### config.mk
export PLATFORM = sky130hd
export DESIGN_NAME = fifo_rd_ctrl
export DESIGN_NICKNAME = d
export VERILOG_FILES = /design/src/rtl/fifo_pkg.sv /design/src/rtl/fifo_rd_skid.sv /design/src/rtl/fifo_rd_ctrl.sv
export SDC_FILE = /design/constraint.sdc
export NUM_CORES = 1
export LEC_CHECK = 0
export BUFFER_PORTS_ARGS = -buffer_cell sky130_fd_sc_hd__buf_2
export CAP_MARGIN = 10
export CORE_MARGIN = 2
export CORE_UTILIZATION = 35
export DETAILED_ROUTE_END_ITERATION = 12
export PLACE_DENSITY = 0.56
export SYNTH_ARGS = -nofsm -noshare
export SYNTH_HDL_FRONTEND = slang
export SYNTH_SLANG_ARGS = --single-unit
### constraint.sdc
create_clock -name clk -period 2.1 [get_ports clk]
set_input_delay 0 -clock clk [delete_from_list [all_inputs] [get_ports clk]]
set_output_delay 0 -clock clk [all_outputs]
set_load 0.1 [all_outputs]
### src/rtl/fifo_pkg.sv
// fifo_pkg
// Shared constants and types for the FIFO read-side controller.
//   FIFO_SIZE : default data word width
//   RD_CNT_W  : width of the optional delivered-word counter
//   occ_t     : skid buffer occupancy encoding
package fifo_pkg;

    localparam int FIFO_SIZE = 4;
    localparam int RD_CNT_W  = 16;

    typedef enum logic [1:0] {
        OCC_EMPTY = 2'd0,
        OCC_ONE   = 2'd1,
        OCC_FULL  = 2'd2
    } occ_t;

endpackage

### src/rtl/fifo_rd_skid.sv
// fifo_rd_skid
// Two-entry skid buffer with its occupancy FSM. The head entry is a register,
// so dout is registered and holds steady whenever no pop happens.
// Ports:
//   clk   in          clock
//   rst   in          synchronous active-high reset (discards any push that cycle)
//   push  in          write din this cycle
//   pop   in          head consumed this cycle
//   din   in  SIZE    word to write
//   dout  out SIZE    head word
//   occ   out 2       occupancy (OCC_EMPTY / OCC_ONE / OCC_FULL)
//
// state     | meaning
// ----------+-----------------------------------------
// OCC_EMPTY | no word buffered, head not valid
// OCC_ONE   | head holds one word
// OCC_FULL  | head and tail both hold words, tail is next
module fifo_rd_skid
    import fifo_pkg::*;
#(
    parameter int SIZE = FIFO_SIZE
) (
    input  logic            clk,
    input  logic            rst,
    input  logic            push,
    input  logic            pop,
    input  logic [SIZE-1:0] din,
    output logic [SIZE-1:0] dout,
    output logic [1:0]      occ
);

    occ_t            state_q;
    occ_t            state_d;
    logic [SIZE-1:0] head_q;
    logic [SIZE-1:0] tail_q;

    always_ff @(posedge clk) begin
        if (rst) begin
            state_q <= OCC_EMPTY;
        end else begin
            state_q <= state_d;
        end
    end

    always_comb begin
        state_d = state_q;
        unique case (state_q)
            OCC_EMPTY: if (push) state_d = OCC_ONE;
            OCC_ONE: begin
                if (push && !pop)      state_d = OCC_FULL;
                else if (pop && !push) state_d = OCC_EMPTY;
            end
            // push without pop is unreachable here; push with pop refills the tail
            OCC_FULL: if (pop && !push) state_d = OCC_ONE;
            default: state_d = OCC_EMPTY;
        endcase
    end

    always_comb begin
        occ = state_q;
    end

    always_ff @(posedge clk) begin
        if (rst) begin
            head_q <= '0;
            tail_q <= '0;
        end else begin
            unique case (state_q)
                OCC_EMPTY: if (push) head_q <= din;
                OCC_ONE: begin
                    if (push && pop) head_q <= din;
                    else if (push)   tail_q <= din;
                end
                OCC_FULL: begin
                    if (pop) begin
                        head_q <= tail_q;
                        if (push) tail_q <= din;
                    end
                end
                default: ;
            endcase
        end
    end

    assign dout = head_q;

endmodule

### src/rtl/fifo_rd_ctrl.sv
// fifo_rd_ctrl
// Read-side controller: pops a 1-cycle-latency FIFO read port and presents the
// words on a valid/ready stream through a 2-entry skid buffer, sustaining one
// word per cycle with no bubbles.
// Optional feature macro: FIFO_RD_CNT_EN adds the rd_count output (16-bit
// wrapping count of delivered words); undefined, the port and logic are absent.
// Ports:
//   clk      in          clock
//   rst      in          synchronous active-high reset
//   r_data   in  SIZE    FIFO read data, valid the cycle after r_en
//   r_empty  in          FIFO empty flag
//   r_en     out         FIFO pop strobe
//   o_data   out SIZE    head word
//   o_valid  out         o_data valid
//   o_ready  in          sink accepts
//   rd_count out 16      words delivered (FIFO_RD_CNT_EN only)
module fifo_rd_ctrl
    import fifo_pkg::*;
#(
    parameter int SIZE = FIFO_SIZE
) (
    input  logic                clk,
    input  logic                rst,
    input  logic [SIZE-1:0]     r_data,
    input  logic                r_empty,
    output logic                r_en,
    output logic [SIZE-1:0]     o_data,
    output logic                o_valid,
    input  logic                o_ready
`ifdef FIFO_RD_CNT_EN
    ,
    output logic [RD_CNT_W-1:0] rd_count
`endif
);

    logic       inflight_q;
    logic       rst_q;
    logic       pop;
    logic [1:0] occ;
    logic [2:0] credit_sum;

    fifo_rd_skid #(.SIZE(SIZE)) u_skid (
        .clk  (clk),
        .rst  (rst),
        .push (inflight_q),
        .pop  (pop),
        .din  (r_data),
        .dout (o_data),
        .occ  (occ)
    );

    assign o_valid = (occ != OCC_EMPTY);
    assign pop     = o_valid & o_ready;

    // Occupancy next cycle once the in-flight word lands; a new pop is only
    // issued if that still leaves room for the word it will bring.
    assign credit_sum = {1'b0, occ} + {2'b00, inflight_q} - {2'b00, pop};

    // rst_q keeps r_en low for the first cycle out of reset as well.
    assign r_en = ~r_empty & ~rst & ~rst_q & (credit_sum < 3'd2);

    always_ff @(posedge clk) begin
        rst_q <= rst;
    end

    always_ff @(posedge clk) begin
        if (rst) begin
            inflight_q <= 1'b0;
        end else begin
            inflight_q <= r_en;
        end
    end

`ifdef FIFO_RD_CNT_EN
    always_ff @(posedge clk) begin
        if (rst) begin
            rd_count <= '0;
        end else if (pop) begin
            rd_count <= rd_count + RD_CNT_W'(1);
        end
    end
`endif

endmodule

==> metrics.log, run 1 <==
INFO  metric core = approximately 1700 um2
INFO  metric design_power_total = ~0.00050 W
INFO  metric grt_overflow_total = 0
INFO  metric final_antenna_net_count = 0
INFO  metric period_share = 0.9999
INFO  metric totalWireLength = about 1300 um
INFO  metric fp-row-count = 15
INFO  metric synth_cells = 64
INFO  metric maximum_number_of_pins_on_one_net_before_global_route_repair = 18
INFO  metric dr.first_iter.drc_count = 6
INFO  metric globalRouteTotalUtil = 0.1423
INFO  metric die_height = about 47 um
INFO  metric drive_above_1_share = 0.3412
INFO  metric drt_pass1_iterations = 4
INFO  metric part_of_the_yosys_area_used_for_sequential_elements = 0.3735
INFO  metric insertedDiodeCount = 0
INFO  metric finalMaxSlewViolations = 0
INFO  metric ys_top_cells_by_count = sky130_fd_sc_hd__dfxtp_1 (12), sky130_fd_sc_hd__nand2b_1 (10), sky130_fd_sc_hd__a211oi_1 (8), sky130_fd_sc_hd__mux2i_1 (8), sky130_fd_sc_hd__nor2b_1 (3)
INFO  metric number_of_register_bits_inferred_by_synthesis = 12
INFO  metric yosys.cell_types.count = 24
INFO  metric synth_flop_cell = sky130_fd_sc_hd__dfxtp_1
INFO  metric finish.cell_count_without_fillers = 110
INFO  metric first_pass_grt_wire_length = 2194 um
INFO  metric path_class = flop to primary output
INFO  metric setup_repair_after_global_routing_missed_its_margin = yes
INFO  metric end_kind = primary output
INFO  metric die_area = between 2000 and 2500 um2
INFO  metric synth_top_cell_by_area = sky130_fd_sc_hd__dfxtp_1
INFO  metric worstHoldPathType = primary input to flop
INFO  metric place_congestion = ~0.75
INFO  metric clock_sink_count = 12
INFO  metric cts.root.buffer_cell = sky130_fd_sc_hd__clkbuf_4
INFO  metric detail_route.drc_violations = 0
INFO  metric area_overhead_vs_synth = 33.07%
INFO  metric ys_top_cells_by_area = sky130_fd_sc_hd__dfxtp_1 (37%), sky130_fd_sc_hd__mux2i_1 (12%), sky130_fd_sc_hd__nand2b_1 (9.7%)
INFO  metric routed_via_density = between 4 and 5
INFO  metric syn-num-nets = 73
INFO  metric synth-warning-count = 0
INFO  metric ys_async_sr_fraction = 0
INFO  metric ioPinCount = 14
INFO  metric stdcell_area = approximately 860 um2
INFO  metric irDropWorstVdd = about 0.43 mV
INFO  metric worstPathRequired = ~2.1 ns
INFO  metric detail_route.wl_per_cell = between 10 and 15 um
INFO  metric clock_buffer_count_from_cts = 3
INFO  metric total_leakage_power = ~0.37 nW
INFO  metric final-setup-viol-count = 0
INFO  metric cts_tree = done
INFO  metric fin_worst_skew = roughly 0.0085 ns
INFO  metric clk_transition_reported_paths = about 0.070 ns
INFO  metric tightest_slew = about 0.5 ns
INFO  metric synth_edf_count = 0
INFO  metric placed_cell_area = between 700 and 800 um2
INFO  metric timing.max_slew.rel_slack = 0.6567
INFO  metric timing.critical_path.from_type = flop
INFO  metric critPathArrivalTime = between 2 and 2.5 ns
INFO  metric multi_input_comb_area = about 400 um2
INFO  metric first_global_vias = 501
INFO  metric final-seq-area = between 200 and 250 um2
INFO  metric clock_latency = ~0.27 ns
INFO  metric final_hold_viol_count = 0
INFO  metric nNetsFinal = 95
INFO  metric detailroute.via_count = around 540
INFO  metric post-synth-top-count-cell = sky130_fd_sc_hd__dfxtp_1
INFO  metric initial_antenna_violation_count = 0
INFO  metric chipWidth = ~47 um
INFO  metric period_minus_slack = 2.100 ns
INFO  metric fillerInstances = between 150 and 200
INFO  metric floorplan.initialDensity = 0.3725
INFO  metric cts.path.max_buffers = 2
INFO  metric number_of_violations_of_the_max_capacitance_limit = 0
INFO  metric dp.cells = 99
INFO  metric synth_area = 643.1 um2
INFO  metric port_buffers = 13
INFO  metric outcome = finished clean
INFO  metric synth.avg_cell_area = around 10 um2
INFO  metric number_of_h_tree_levels = 1
INFO  metric cp_max_fo = 6
INFO  metric p_per_area = 585.4 nW/um2
INFO  metric top_cell_type_s_share_of_synthesized_area = 0.3735
INFO  metric highest_attainable_clock_frequency = between 0.4 and 0.5 GHz
==> path summary, 6_finish.rpt <==
check,from,endpoint,slack (ns),cells past startpoint
hold / removal,r_data[2],u_skid.tail_q[2]$_SDFFE_PP0P_,0.009,3
setup / recovery,u_skid.occ[0]$_SDFFE_PP0P_,r_en,0.0001,6
hold reg to reg,u_skid.tail_q[1]$_SDFFE_PP0P_,u_skid.tail_q[1]$_SDFFE_PP0P_,0.47,2
setup reg to reg,u_skid.occ[0]$_SDFFE_PP0P_,inflight_q$_SDFF_PP0_,0.37,6
==> stage by stage <==
| step | setup slack, ns | hold WS, ns | TNS, ns | utilization |
|---|---|---|---|---|
| 2_1_floorplan | -0.2962 | 0.02772 | -0.2962 | - |
| 3_3_place_gp | 0.2762 | 0.2819 | 0 | 0.4399 |
| 3_5_place_dp | 0.2299 | 0.2856 | 0 | 0.4399 |
| 4_1_cts | 0.0005178 | 0.001070 | 0 | 0.4848 |
| 5_1_grt | -0.1334 | 0.02705 | -0.1334 | 0.4957 |
| 6_report | 0.0001386 | 0.008954 | 0 | 0.4957 |
==> registers in the layout, summed over array words and instances (netlist names) <==
register and cells:
u_skid.dout 4, u_skid.tail_q 4, u_skid.occ 2, inflight_q 1
rst_q 1
==> placed cells by master (no fill, tap or decap), types with 2 or more instances in the layout <==
cell type,Yosys,layout
sky130_fd_sc_hd__buf_2,2,12
sky130_fd_sc_hd__buf_4,0,4
sky130_fd_sc_hd__nand2b_1,10,10
sky130_fd_sc_hd__dfxtp_4,0,2
sky130_fd_sc_hd__nor2b_1,3,2
sky130_fd_sc_hd__a211oi_1,8,8
sky130_fd_sc_hd__dlygate4sd3_1,0,4
sky130_fd_sc_hd__mux2i_1,8,8
sky130_fd_sc_hd__clkbuf_4,0,3
sky130_fd_sc_hd__a21o_1,2,2
sky130_fd_sc_hd__dfxtp_1,12,10
==> critical path, stage by stage (launching register included) <==
cell and delay (ns):
sky130_fd_sc_hd__dfxtp_4 0.36, sky130_fd_sc_hd__and3b_2 0.27, sky130_fd_sc_hd__o21ai_2 0.07, sky130_fd_sc_hd__fa_1 0.49
sky130_fd_sc_hd__nand2b_1 0.11, sky130_fd_sc_hd__nor4_4 0.32, sky130_fd_sc_hd__buf_12 0.21
==> what timing repair did <==
action / in CTS / in global routing
gates cloned: 0 / 0
hold endpoints to repair: 4 / 0
endpoints found under the setup margin: 1 / 1
setup buffers: 1 / 2
pin swaps: 1 / 1
gates resized for setup: 2 / 2
hold buffers: 4 / 0
==> where the power goes <==
group	leakage [nW]	switching, W	internal [W]	total (W)
Sequential	0.0993	0.00000616	0.000234	0.000240
Combinational	0.255	0.0000738	0.0000391	0.000113
Clock	0.0150	0.0000749	0.0000734	0.000148
==> per-layer routing <==
metal / GRT usage / wire length, um / up-vias
li1: - / - / 277
met1: 0.1827 / 637 / 251
met2: 0.2247 / 566 / 9
met3: 0.04615 / 53 / 2
met4: 0.05000 / 12 / 0
met5: 0 / 0 / -
==> final cells by class <==
cell class / instances / area share
multi-input combinational: 48 / 0.4678
sequential: 12 / 0.2895
timing repair buffer: 21 / 0.1754
tap: 25 / 0.03655
clock buffer: 4 / 0.03070
==> cells by family (layout without fill, tap and decap cells) <==
family,count (synthesis),count (layout),synth area share
xor+xnor,1,1,0.01362
mux,8,8,0.1245
simple gates,23,23,0.2315
buf+inv,4,25,0.03890
flops,12,12,0.3735
fa+ha+maj,1,1,0.03113
compound gates,15,15,0.1867
(Power assumes the default switching activity.)
==> run 2: changes to the inputs <==
SYNTH_HIERARCHICAL = 1   (was unset)
==> metrics.log, run 2 <==
INFO  metric outcome = finished, violations left
INFO  metric failing_checks = negative setup slack
INFO  metric period_minus_slack = 2.412 ns
INFO  metric cts_resized = 0
INFO  metric final_antenna_net_count = 0
INFO  metric synth_top_cell_by_area = sky130_fd_sc_hd__dfxtp_1
INFO  metric synth_edf_count = 0
INFO  metric path_class = flop to primary output
INFO  metric clock_latency = ~0.27 ns
INFO  metric drt_pass1_iterations = 4
INFO  metric initial_antenna_violation_count = 0
INFO  metric end_kind = primary output
INFO  metric ys_top_cells_by_area = sky130_fd_sc_hd__dfxtp_1 (34%), sky130_fd_sc_hd__mux2i_1 (11%), sky130_fd_sc_hd__nand2b_1 (8.9%)
INFO  metric routed_via_density = ~4.7
INFO  metric final_hold_viol_count = 0
INFO  metric synth_flop_cell = sky130_fd_sc_hd__dfxtp_1
INFO  metric first_global_vias = roughly 600
INFO  metric part_of_the_yosys_area_used_for_sequential_elements = 0.3410
INFO  metric path_depth = 8
INFO  metric ys_top_cells_by_count = sky130_fd_sc_hd__dfxtp_1 (12), sky130_fd_sc_hd__nand2b_1 (10), sky130_fd_sc_hd__a211oi_1 (8), sky130_fd_sc_hd__mux2i_1 (8)
INFO  metric clock_power_share = 0.328
INFO  metric power_report.internal_total = around 0.0004 W
INFO  metric finalMaxSlewViolations = 0
INFO  metric setup-tns-final = -0.3117 ns
INFO  metric final-setup-viol-count = 1
INFO  metric dr.first_iter.drc_count = 4
INFO  metric cp_max_fo = 2
INFO  metric worst_path_cell_chain = or2_4, and2_4, ha_4, nand2b_4, fa_1, nand2b_4, nor4_4, buf_12
INFO  metric cts.path.max_buffers = 2
INFO  metric clock_buffer_count_from_cts = 3
INFO  metric place_congestion = about 0.69
INFO  metric dp.cells = ~110
INFO  metric timing.critical_path.from_type = flop
INFO  metric worst_path_most_repeated_cell = sky130_fd_sc_hd__nand2b_4
INFO  metric grt_overflow_total = 0
INFO  metric number_of_violations_of_the_max_capacitance_limit = 0
INFO  metric die_area = 2387 um2
INFO  metric die_height = between 40 and 50 um
INFO  metric final_design_utilization = 0.4987
INFO  metric globalRouteTotalUtil = 0.1460
INFO  metric max_stage_delay = 0.53 ns
INFO  metric critPathArrivalTime = about 2.4 ns
INFO  metric crit_path_top_delay_cell = sky130_fd_sc_hd__fa_1
INFO  metric fp-row-count = 16
INFO  metric setup_repair_after_global_routing_missed_its_margin = yes
INFO  metric power.switching = 0.0001700 W
INFO  metric floorplan.initialDensity = 0.3665
INFO  metric first_pass_grt_wire_length = 2670 um
INFO  metric chipWidth = 48.86 um
INFO  metric timing.critical_path.max_delay_family = simple AND/OR/NAND/NOR gates
INFO  metric power_switching_share = 0.3040
INFO  metric finish.cell_count_without_fillers = roughly 120
INFO  metric worstHoldPathType = primary input to flop
INFO  metric tightest_slew = approximately 0.49 ns
INFO  metric insertedDiodeCount = 0
INFO  metric synth.avg_cell_area = ~10 um2
INFO  metric detailroute.via_count = 560
INFO  metric detail_route.wl_per_cell = 12.00 um
INFO  metric cts_setup_buffers = 0
INFO  metric drive_above_1_share = 0.3516
INFO  metric ys_async_sr_fraction = 0
INFO  metric sequentialPowerShare = 0.431
INFO  metric detail_route.drc_violations = 0
INFO  metric worstPathRequired = approximately 2.1 ns
INFO  metric detail_placement_hpwl = around 1100 um
INFO  metric number_of_register_bits_inferred_by_synthesis = 12
INFO  metric irDropWorstVdd = 0.2924 mV
INFO  metric area_overhead_vs_synth = 36.06%
INFO  metric clock_sink_count = 12
INFO  metric cts.root.buffer_cell = sky130_fd_sc_hd__clkbuf_4
INFO  metric design_power_total = between 0.0005 and 0.0006 W
INFO  metric syn-num-nets = between 80 and 90
INFO  metric synth_cells = slightly below 70
INFO  metric total_leakage_power = roughly 0.42 nW
INFO  metric number_of_h_tree_levels = 1
INFO  metric most_common_cell_after_layout_fill_and_taps_aside = sky130_fd_sc_hd__buf_2
INFO  metric core = just under 2000 um2
INFO  metric highest_attainable_clock_frequency = approximately 0.41 GHz
INFO  metric totalWireLength = about 1400 um
INFO  metric placed_cell_area = between 800 and 900 um2
INFO  metric synth-warning-count = 6
INFO  metric timing.max_slew.rel_slack = 0.6785
INFO  metric ioPinCount = 14
INFO  metric pwr-share-comb = 0.241
INFO  metric period_share = 1.148
INFO  metric fillerInstances = slightly below 200
INFO  metric port_buffers = 13
INFO  metric post-synth-top-count-cell = sky130_fd_sc_hd__dfxtp_1
INFO  metric stdcell_area = between 900 and 1000 um2
INFO  metric synth_area = 704.4 um2
INFO  metric mostFrequentLayoutCells = sky130_fd_sc_hd__buf_2 (12), sky130_fd_sc_hd__dfxtp_1 (10), sky130_fd_sc_hd__nand2b_1 (9)
INFO  metric p_per_area = just under 600 nW/um2
INFO  metric maximum_number_of_pins_on_one_net_before_global_route_repair = 17
INFO  metric yosys.cell_types.count = 26
INFO  metric worst_hold_path.num_cells = 3
INFO  metric reg2regPathDepth = 7
INFO  metric fin_worst_skew = about 0.00082 ns
INFO  metric timing.critical_path.buf_inv = 1
INFO  metric clk_transition_reported_paths = roughly 0.080 ns
INFO  metric nNetsFinal = ~110
INFO  metric cts_tree = done
INFO  metric setup_ws = -0.3117 ns
INFO  metric top_cell_type_s_share_of_synthesized_area = 0.3410
run 2: final timing paths:
path	startpoint	end	slack, ns
hold / removal	r_data[2]	u_skid/tail_q[2]$_SDFFE_PP0P_	0.009
hold reg to reg	u_skid/tail_q[0]$_SDFFE_PP0P_	u_skid/tail_q[0]$_SDFFE_PP0P_	0.49
setup reg to reg	u_skid/occ[1]$_SDFFE_PP0P_	inflight_q$_SDFF_PP0_	0.08
setup / recovery	u_skid/occ[1]$_SDFFE_PP0P_	r_en	-0.31
run 2: cells by family after synthesis:
| family | after synthesis | synth area share |
|---|---|---|
| compound gates | 12 | 0.1386 |
| xor+xnor | 1 | 0.01244 |
| fa+ha+maj | 5 | 0.09947 |
| buf+inv | 6 | 0.03373 |
| flops | 12 | 0.3410 |
| mux | 10 | 0.1510 |
| simple gates | 22 | 0.2238 |
run 2: power groups by stage:
| stage | combinational (W) | clock [W] | sequential, W |
|---|---|---|---|
| after CTS | 0.000136 | 0.000192 | 0.000241 |
| after detailed placement | 0.000129 | 0 | 0.000246 |
| after floorplan | 0.0000627 | 0 | 0.000281 |
| final | 0.000135 | 0.000183 | 0.000241 |
| after global routing | 0.000146 | 0.000199 | 0.000242 |
| after global placement | 0.000126 | 0 | 0.000246 |
run 2: through the flow:
step           hold slack [ns]  worst slack [ns]
3_5_place_dp            0.2269           -0.1177
4_1_cts               0.003429           -0.3376
6_report              0.009489           -0.3117
3_3_place_gp            0.2190          -0.08418
5_1_grt                0.03106           -0.4336
2_1_floorplan          0.02772           -0.9080
run 2: final cells by class:
cell class / instances / area (um2) / area share
Clock buffer: 4 / 36.28 / 0.03786
Inverter: 4 / 15.01 / 0.01567
Multi-Input combinational cell: 50 / 475.5 / 0.4961
Sequential cell: 12 / 245.2 / 0.2559
Tap cell: 27 / 33.78 / 0.03525
Timing Repair Buffer: 21 / 152.6 / 0.1593
run 2: layer usage:
layer  routed length [um]  GRT usage
met5                    0          0
met4                   12    0.08571
met3                   30    0.01840
met2                  691     0.2397
met1                  682     0.1829
run 2: timing repair:
| action | CTS | global route |
|---|---|---|
| hold buffers | 5 | 0 |
| pin swaps | 2 | 1 |
| endpoints found under the hold margin | 5 | 0 |
| cloned | 0 | 0 |
| setup endpoints to repair | 1 | 3 |
run 2: worst reg2reg max path: cells and delay by family, from the launching register on:
family	cells	cell delay, ns
AND/OR/NAND/NOR	5	0.84
adder cells (fa/ha/maj)	2	0.74
flip-flops	1	0.34
